`src/rtl/detarb_pkg.sv`:
```
// Shared types and constants for the detector session arbiter slice.
// Feature macro DETARB_FIXED_PRIO_EN (see rr_picker / top) switches to fixed priority.
package detarb_pkg;

  typedef enum logic [2:0] {
    S_IDLE,
    S_CLEAR,
    S_RUN,
    S_DRAIN,
    S_REPORT
  } state_t;

  localparam int unsigned CNT_W_DEF = 4;
  localparam int unsigned N_REQ_DEF = 4;

  localparam logic [1:0] SYM_00 = 2'b00;
  localparam logic [1:0] SYM_01 = 2'b01;
  localparam logic [1:0] SYM_10 = 2'b10;
  localparam logic [1:0] SYM_11 = 2'b11;

endpackage

```
`src/rtl/detector_session_arbiter_rr_picker.sv`:
```
// Combinational requester picker: round-robin from ptr, or lowest index when
// DETARB_FIXED_PRIO_EN is defined.
module rr_picker
  import detarb_pkg::*;
#(
  parameter int unsigned N_REQ = N_REQ_DEF,
  parameter int unsigned IDX_W = $clog2(N_REQ)
) (
  input  logic [N_REQ-1:0] req,
  input  logic [IDX_W-1:0] ptr,
  output logic [N_REQ-1:0] pick,
  output logic [IDX_W-1:0] idx,
  output logic             found
);

`ifdef DETARB_FIXED_PRIO_EN
  logic unused_ptr;
  assign unused_ptr = ^ptr;

  always_comb begin
    idx   = '0;
    found = 1'b0;
    for (int unsigned i = 0; i < N_REQ; i++) begin
      if (!found && req[i]) begin
        found = 1'b1;
        idx   = IDX_W'(i);
      end
    end
    pick = found ? (N_REQ'(1) << idx) : '0;
  end
`else
  logic [IDX_W-1:0] cand;

  always_comb begin
    idx   = '0;
    found = 1'b0;
    cand  = '0;
    for (int unsigned k = 0; k < N_REQ; k++) begin
      cand = IDX_W'((k + 32'(ptr)) % N_REQ);
      if (!found && req[cand]) begin
        found = 1'b1;
        idx   = cand;
      end
    end
    pick = found ? (N_REQ'(1) << idx) : '0;
  end
`endif

endmodule

```
`src/rtl/detector_session_arbiter.sv`:
```
// Grants a shared sequence detector to one requester per session, steers its
// symbols, and reports the final count. DETARB_FIXED_PRIO_EN selects fixed priority.
module detector_session_arbiter
  import detarb_pkg::*;
#(
  parameter int unsigned N_REQ    = N_REQ_DEF,
  parameter int unsigned CNT_W    = CNT_W_DEF,
  parameter int unsigned MAX_HOLD = 16
) (
  input  logic               clock,
  input  logic               reset,
  input  logic [N_REQ-1:0]   req,
  input  logic [2*N_REQ-1:0] sym,
  input  logic [N_REQ-1:0]   sym_valid,
  output logic [N_REQ-1:0]   gnt,
  output logic               det_clr,
  output logic               det_en,
  output logic [1:0]         det_x,
  input  logic [CNT_W-1:0]   det_count,
  output logic [N_REQ-1:0]   done,
  output logic [CNT_W-1:0]   result,
  output logic               busy
);

  localparam int unsigned IDX_W  = $clog2(N_REQ);
  localparam int unsigned HOLD_W = (MAX_HOLD > 0) ? $clog2(MAX_HOLD + 1) : 1;
  localparam logic [HOLD_W-1:0] HOLD_LIMIT = HOLD_W'(MAX_HOLD);

  state_t            state;
  logic [IDX_W-1:0]  owner;
  logic [IDX_W-1:0]  ptr;
  logic [HOLD_W-1:0] hold;

  logic [N_REQ-1:0]  pick;
  logic [IDX_W-1:0]  pick_idx;
  logic              pick_found;
  logic [N_REQ-1:0]  owner_oh;
  logic [N_REQ-1:0]  rivals;
  logic              owner_req;
  logic              preempt;

  rr_picker #(
    .N_REQ (N_REQ),
    .IDX_W (IDX_W)
  ) u_picker (
    .req   (req),
    .ptr   (ptr),
    .pick  (pick),
    .idx   (pick_idx),
    .found (pick_found)
  );

  assign owner_oh  = N_REQ'(1) << owner;
  assign owner_req = req[owner];

`ifdef DETARB_FIXED_PRIO_EN
  assign rivals = req & (owner_oh - N_REQ'(1));
`else
  assign rivals = req & ~owner_oh;
`endif

  assign preempt = (MAX_HOLD != 0) && (hold == HOLD_LIMIT) && (|rivals);

  // Owner dropping req also masks its strobe, so a drop during CLEAR yields an empty RUN cycle.
  assign det_en = (state == S_RUN) && owner_req && sym_valid[owner];
  assign det_x  = det_en ? sym[{owner, 1'b0} +: 2] : SYM_00;
  assign busy   = (state != S_IDLE);

  always_ff @(posedge clock) begin
    if (reset) begin
      state   <= S_IDLE;
      owner   <= '0;
      ptr     <= '0;
      hold    <= '0;
      gnt     <= '0;
      det_clr <= 1'b0;
      done    <= '0;
      result  <= '0;
    end else begin
      det_clr <= 1'b0;
      done    <= '0;
      unique case (state)
        S_IDLE: begin
          if (pick_found) begin
            owner   <= pick_idx;
            gnt     <= pick;
            det_clr <= 1'b1;
            hold    <= '0;
            state   <= S_CLEAR;
          end
        end
        S_CLEAR: state <= S_RUN;
        S_RUN: begin
          if (!owner_req || preempt) begin
            state <= S_DRAIN;
          end else if (hold == HOLD_LIMIT) begin
            hold <= '0;
          end else begin
            hold <= hold + 1'b1;
          end
        end
        // Capture on entry to REPORT so result is already valid while done pulses.
        S_DRAIN: begin
          result <= det_count;
          done   <= owner_oh;
          state  <= S_REPORT;
        end
        S_REPORT: begin
          gnt   <= '0;
          hold  <= '0;
          ptr   <= (owner == IDX_W'(N_REQ - 1)) ? '0 : owner + 1'b1;
          state <= S_IDLE;
        end
        default: state <= S_IDLE;
      endcase
    end
  end

endmodule

```
`config.mk`:
```
export PLATFORM = sky130hd
export DESIGN_NAME = detector_session_arbiter
export DESIGN_NICKNAME = d
export VERILOG_FILES = /design/src/rtl/detarb_pkg.sv /design/src/rtl/detector_session_arbiter_rr_picker.sv /design/src/rtl/detector_session_arbiter.sv
export SDC_FILE = /design/constraint.sdc
export NUM_CORES = 1
export LEC_CHECK = 0
export BUFFER_PORTS_ARGS = -buffer_cell sky130_fd_sc_hd__buf_2
export CAP_MARGIN = 20
export CORE_MARGIN = 4
export CORE_UTILIZATION = 31
export CTS_CLUSTER_DIAMETER = 100
export DETAILED_ROUTE_END_ITERATION = 8
export PLACE_DENSITY_LB_ADDON = 0.08
export SYNTH_ARGS = -nofsm -noshare
export SYNTH_HDL_FRONTEND = slang
export SYNTH_HIERARCHICAL = 1
export SYNTH_SLANG_ARGS = --single-unit
export TNS_END_PERCENT = 20
```
`constraint.sdc`:
```
create_clock -name clock -period 1.7 [get_ports clock]
set_input_delay 0.34 -clock clock [delete_from_list [all_inputs] [get_ports clock]]
set_output_delay 0.34 -clock clock [all_outputs]
set_load 0.02 [all_outputs]
```
Word level (Yosys, flattened, before mapping)
Index checks and enable logic that the tools add are counted.
{"block": "classes", "add_sub_neg": 5, "n_mul": 0, "div_mod_pow": 0, "reduce_logical": 22, "n_lt_le_gt_ge": 5, "n_shift": 3, "bitwise": 4, "mux": 32, "n_eq_ne": 9}
{"cell": "less-than comparator 2 x 3 -> 1 bit, second input constant", "n": 5}
{"cell": "2-to-1 mux 5 bit", "n": 3}
{"cell": "one-hot mux 5 bit (3 select lines)", "n": 1}
{"cell": "binary-select mux 1 bit (select 2 bit)", "n": 6}
{"cell": "2-to-1 mux 2 bit", "n": 6}
{"cell": "one-hot mux 3 bit (4 select lines)", "n": 1}
{"cell": "2-to-1 mux 1 bit", "n": 11}
{"cell": "one-hot mux 4 bit (2 select lines)", "n": 1}
{"cell": "indexed part select 8 x 4 -> 2 bit", "n": 1}
{"cell": "left shift 1 x 2 -> 4 bit, first input constant", "n": 2}
{"cell": "== test 3 x 2 -> 1 bit, second input constant", "n": 2}
{"cell": "logical AND 1 bit", "n": 6}
{"cell": "2-to-1 mux 3 bit", "n": 2}
{"cell": "AND reduction 2 bit", "n": 3}
{"cell": "nonzero test 3 bit", "n": 2}
{"cell": "adder 5 x 1 -> 5 bit, second input constant", "n": 1}
{"cell": "== test 5 bit, second input constant", "n": 1}
{"cell": "adder 2 bit, first input constant", "n": 2}
{"cell": "bitwise AND 4 bit", "n": 1}
{"cell": "zero test 1 bit", "n": 4}
{"cell": "2-to-1 mux 4 bit", "n": 1}
{"cell": "!= test 2 bit, second input constant", "n": 2}
{"cell": "inverter 4 bit", "n": 1}
{"cell": "OR reduction 2 bit", "n": 2}
{"cell": "other kinds (12)", "n": 13}
{"block": "word_totals", "wordCells": 88, "memories": 0, "latchBits": 0, "mem_bits_ro": 0, "mem_bits_rw": 0, "input_bits": 22, "reg_bits": 25}

Longest topological paths before layout
{"block": "logic_depth", "word_depth": 15, "depth_mapped": 8, "mapped_depth_nobuf": 7}

Cells and area by module
Netlist, hierarchy kept.
{"mod": "detector_session_arbiter", "area_each_um2": 1298.7, "n_inst": 1, "cells_per_inst": 131, "seq_area_each_um2": 500.5}
{"mod": "rr_picker", "area_each_um2": 182.7, "n_inst": 1, "cells_per_inst": 32, "seq_area_each_um2": 0.0}

Worst setup path after synthesis
Ideal clock, no wire load.
{"block": "synth_path", "path_kind": "flip-flop to flip-flop", "start": "reg owner[0]", "end": "reg hold[2]", "path_stages_with_launch": 9, "arrival_ps": 1532, "setup_ps": 120, "path_slack_ps": 49, "path_cell_list": "dfxtp_1 > buf_6 > inv_1 > ha_1 > nand2b_1 > a41oi_1 > o21ai_1 > a21oi_2 > a211o_1"}
{"block": "synth_via", "elab_chain_cells": 8, "word_cells_on_any_way": 11, "cone_classes": "eq/ne: 1; shift: 1; mux: 2; bitwise: 2; reduce/logical: 5"}
{"item": "start, declared", "line_no": "detector_session_arbiter.sv:30", "source": "logic [IDX_W-1:0] owner;"}
{"item": "start signal, assigned", "line_no": "detector_session_arbiter.sv:85", "source": "owner <= pick_idx;"}
{"item": "left shift 1 x 2 -> 4 bit", "line_no": "detector_session_arbiter.sv:53", "source": "assign owner_oh = N_REQ'(1) << owner;"}
{"item": "net owner_oh[2]", "line_no": "detector_session_arbiter.sv:37", "source": "logic [N_REQ-1:0] owner_oh;"}
{"item": "inverter 4 bit", "line_no": "detector_session_arbiter.sv:59", "source": "assign rivals = req & ~owner_oh;"}
{"item": "bitwise AND 4 bit", "line_no": "detector_session_arbiter.sv:59"}
{"item": "OR reduction 4 bit", "line_no": "detector_session_arbiter.sv:62", "source": "assign preempt = (MAX_HOLD != 0) && (hold == HOLD_LIMIT) && (|rivals);"}
{"item": "logical AND 1 bit", "line_no": "detector_session_arbiter.sv:62"}
{"item": "logical OR 1 bit", "line_no": "detector_session_arbiter.sv:94", "source": "if (!owner_req || preempt) begin"}
{"item": "!= test 2 bit (no source line)"}
{"item": "AND reduction 3 bit (no source line)"}
{"item": "end signal, assigned", "line_no": "detector_session_arbiter.sv:99", "source": "hold <= hold + 1'b1;"}
{"item": "end, declared", "line_no": "detector_session_arbiter.sv:32", "source": "logic [HOLD_W-1:0] hold;"}
The timed path passes the listed nets, and every way through them passes these cells. The select of a mux whose other input is x is not followed.
A chain may end at the register's enable or synchronous reset.

Worst setup path in the final report
{"block": "layout_path", "start": "reg owner[0]", "end": "out det_x[0]"}
{"block": "layout_via", "elab_chain_cells": 5, "word_cells_on_any_way": 8, "cone_classes": "shift: 1; mux: 5; reduce/logical: 2"}
{"item": "binary-select mux 1 bit (select 2 bit)", "line_no": "detector_session_arbiter.sv:54", "source": "assign owner_req = req[owner];"}
{"item": "2-to-1 mux 1 bit (not written as such)", "line_no": "detector_session_arbiter.sv:54"}
{"item": "logical AND 1 bit (2 in a row)", "line_no": "detector_session_arbiter.sv:65", "source": "assign det_en = (state == S_RUN) && owner_req && sym_valid[owner];"}
{"item": "2-to-1 mux 2 bit *", "line_no": "detector_session_arbiter.sv:66", "source": "assign det_x = det_en ? sym[{owner, 1'b0} +: 2] : SYM_00;"}
{"item": "end, declared", "line_no": "detector_session_arbiter.sv:18", "source": "output logic [1:0] det_x,"}
Every way passes the cells marked *; elsewhere a longest branch is shown, timed or not. The select of a mux whose other input is x is not followed.

==> metrics.cfg <==
[power]
p_leak_uw = 0.000927
max-vdd-ir-drop_uv = 331
powerDensity_mw_per_mm2 = 777
p_total_uw = 1570
sw_frac_of_total = 0.326
power_switching_uw = 511
p_seq_frac = 0.418
power.internal_uw = 1060
p_comb_frac = 0.343
clockPowerShare = 0.240

[sta]
whs_ns = 0.302
fin_crit_sh = 1.11
worst_pin_slew_ns = 0.461
fin_crit_ns = 1.89
grt_setup_unrepaired = yes
finalHoldViolations = 0
setup_ws_ns = -0.195
slew_headroom = 0.691
drv_slew = 0
setup_violations = 7
fmax_mhz = 528
final.setup_skew_ns = 0.00392

[die]
dieWidth_um = 77.1
die_h_um = 77.1
initial_core_util = 0.331
coreArea_mm2 = 0.00447
rows = 24
io_pins = 39
dieArea_mm2 = 0.00595

[clock_tree]
cts-root-buf = clkbuf_8
clk_pin_slew_ns = 0.10
cts_max_path_buffers = 2
numCtsBuffers = 3
h-tree-depth = 1
cts_tree = done
clock_latency_ns = 0.27
cts_hold_buf = 0
cts.sinks = 25

[synth]
synthesis.area_mm2 = 0.00148
syn-num-nets = 191
synth.ff_latch_count = 25
yosysWarnings = 6
synthTopCellsByArea = dfxtp_1 (34%), mux4_1 (5.3%), ha_1 (5.1%), nor2_1 (3.5%), a21oi_1 (3.4%)
synth_top_area_frac = 0.338
synth_edf_count = 0
netlist_instances = 163
synthDistinctLibCells = 46
yosysSeqAreaShare = 0.338
yosysTopAreaCell = dfxtp_1
avgSynthCellArea_um2 = 9.09
synth_flop_cell = dfxtp_1
synthArstFlopShare = 0

[setup_path]
cp_max_fo = 3
crit_buf_inv = 2
crit_family = multiplexers
end_kind = output port
critPathRequiredTime_ns = 1.36
worst-setup-path-type = reg2out
cp_slowest_stage_delay_ns = 0.51
worstSetupStartpointType = register
cpMaxStageDelayCell = mux4_2
worstPathCellList = buf_6, mux4_2, nand3_2, nor2b_1, buf_4
crit_arrival_ns = 1.55

[routing]
drt_iter0_drc = 21
wl_per_cell_um = 13.6
wl_mm = 3.79
postRouteAntennaNets = 0
firstDrtPassIters = 4
via_per_inst = 4.96
dr_total_vias = 1385
drc = 0

[place]
place_ws_ns = -0.0769
placed_area_mm2 = 0.00189
port_buffers = 38
hpwl_mm = 3.09
gp_congestion = 0.860

[global_routing]
grt_pass1_wl_mm = 6.27
grt_pass1_vias = 1400
grt_overflow = 0
grt_max_degree = 17
globalRouteTotalUtil = 0.129
grt_antenna_before_repair = 0

[job]
cap_violations = 0

[status]
violations = negative setup slack
status = finished with violations

[min_path]
hold_class = in2reg

[final_layout]
drive_gt1_frac = 0.414
antenna_cells = 0
fillers = 454
syn_to_final_growth_pct = 36.5
finalNetCount = 256
final_area_mm2 = 0.00202

layer usage:
layer | wire (µm) | track usage | vias up
li1 | - | - | 712
met1 | 1640 | 0.148 | 660
met2 | 2040 | 0.239 | 9
met3 | 48 | 0.0176 | 4
met4 | 54 | 0.0480 | 0
met5 | 0 | 0 | -
power by group through the flow:
stage	logic [µW]	clock network, µW	registers (µW)
after detailed placement	495	0	667
after floorplan	295	0	676
final	538	376	656
after global placement	489	0	665
after global routing	591	422	662
after CTS	540	395	656
per-stage QoR:
step                      TNS, ns  utilization  cells
after floorplan                 0            -    163
after global placement    -0.0313        0.423    273
after detailed placement   -0.148        0.423    273
after CTS                  -0.894        0.449    279
after global routing        -1.56        0.452    279
final                      -0.870        0.452    279
cell usage in the layout (no fill, tap or decap), types with 4 or more instances in the layout:
| master | instances |
|---|---|
| and2_1 | 4 |
| nand2b_1 | 7 |
| dfxtp_1 | 23 |
| inv_1 | 10 |
| a21oi_1 | 10 |
| nor2b_1 | 6 |
| a22o_1 | 4 |
| nor3_1 | 7 |
| nand3_1 | 5 |
| mux2i_1 | 4 |
| buf_4 | 29 |
| nand2_1 | 8 |
| ha_1 | 6 |
| o21ai_1 | 4 |
| buf_2 | 36 |
| nor2_1 | 14 |
registers in the layout, indices dropped and copies added (netlist names):
register / flops
det_clr: 1
done: 4
gnt: 4
hold: 5
owner: 2
ptr: 2
result: 4
state: 3
final cells by class:
type	count	area, µm²	area share
Multi-Input combinational cell	119	915	0.452
Sequential cell	25	503	0.249
Timing Repair Buffer	69	452	0.223
Tap cell	52	65.1	0.0322
Clock buffer	3	41.3	0.0204
Inverter	10	37.5	0.0186
Clock inverter	1	8.76	0.00433
cell usage after synthesis, types with 2 or more instances:
cell / number
dfxtp_1: 25
nor2_1: 14
a21oi_1: 10
inv_1: 10
nand2_1: 8
nand2b_1: 8
nor3_1: 8
ha_1: 6
nand3_1: 6
nor2b_1: 6
o21ai_1: 5
a22o_1: 4
and2_1: 4
mux2i_1: 4
a211oi_1: 3
buf_4: 3
mux4_1: 3
o21ai_0: 3
a211o_1: 2
a21oi_2: 2
buf_2: 2
buf_6: 2
nand4_1: 2
cells by family after synthesis:
family | after synthesis | share of synthesized area
AO/OA/AOI/OAI | 39 | 0.184
AND/OR/NAND/NOR | 65 | 0.258
buffers and inverters | 19 | 0.0676
XOR/XNOR | 1 | 0.00591
adder cells (fa/ha/maj) | 6 | 0.0507
flip-flops | 25 | 0.338
multiplexers | 8 | 0.0954
final timing paths:
kind	startpoint	end	slack, ns	cells after the start
min reg2reg	gnt[0]	gnt[0]	0.48	1
min	det_count[1]	result[1]	0.30	3
max	owner[0]	det_x[0]	-0.19	5
max reg2reg	owner[0]	hold[4]	-0.09	9
timing repair:
item,CTS,global route
resized for setup,12,4
setup buffers,2,0
setup endpoints to repair,8,9
pin swaps,2,0
tightest hold or removal path: stages:
cell	delay, ns
buf_2	0.08
mux2i_1	0.05
nor2_1	0.08
No activity file was read; power rests on OpenSTA's default activity.
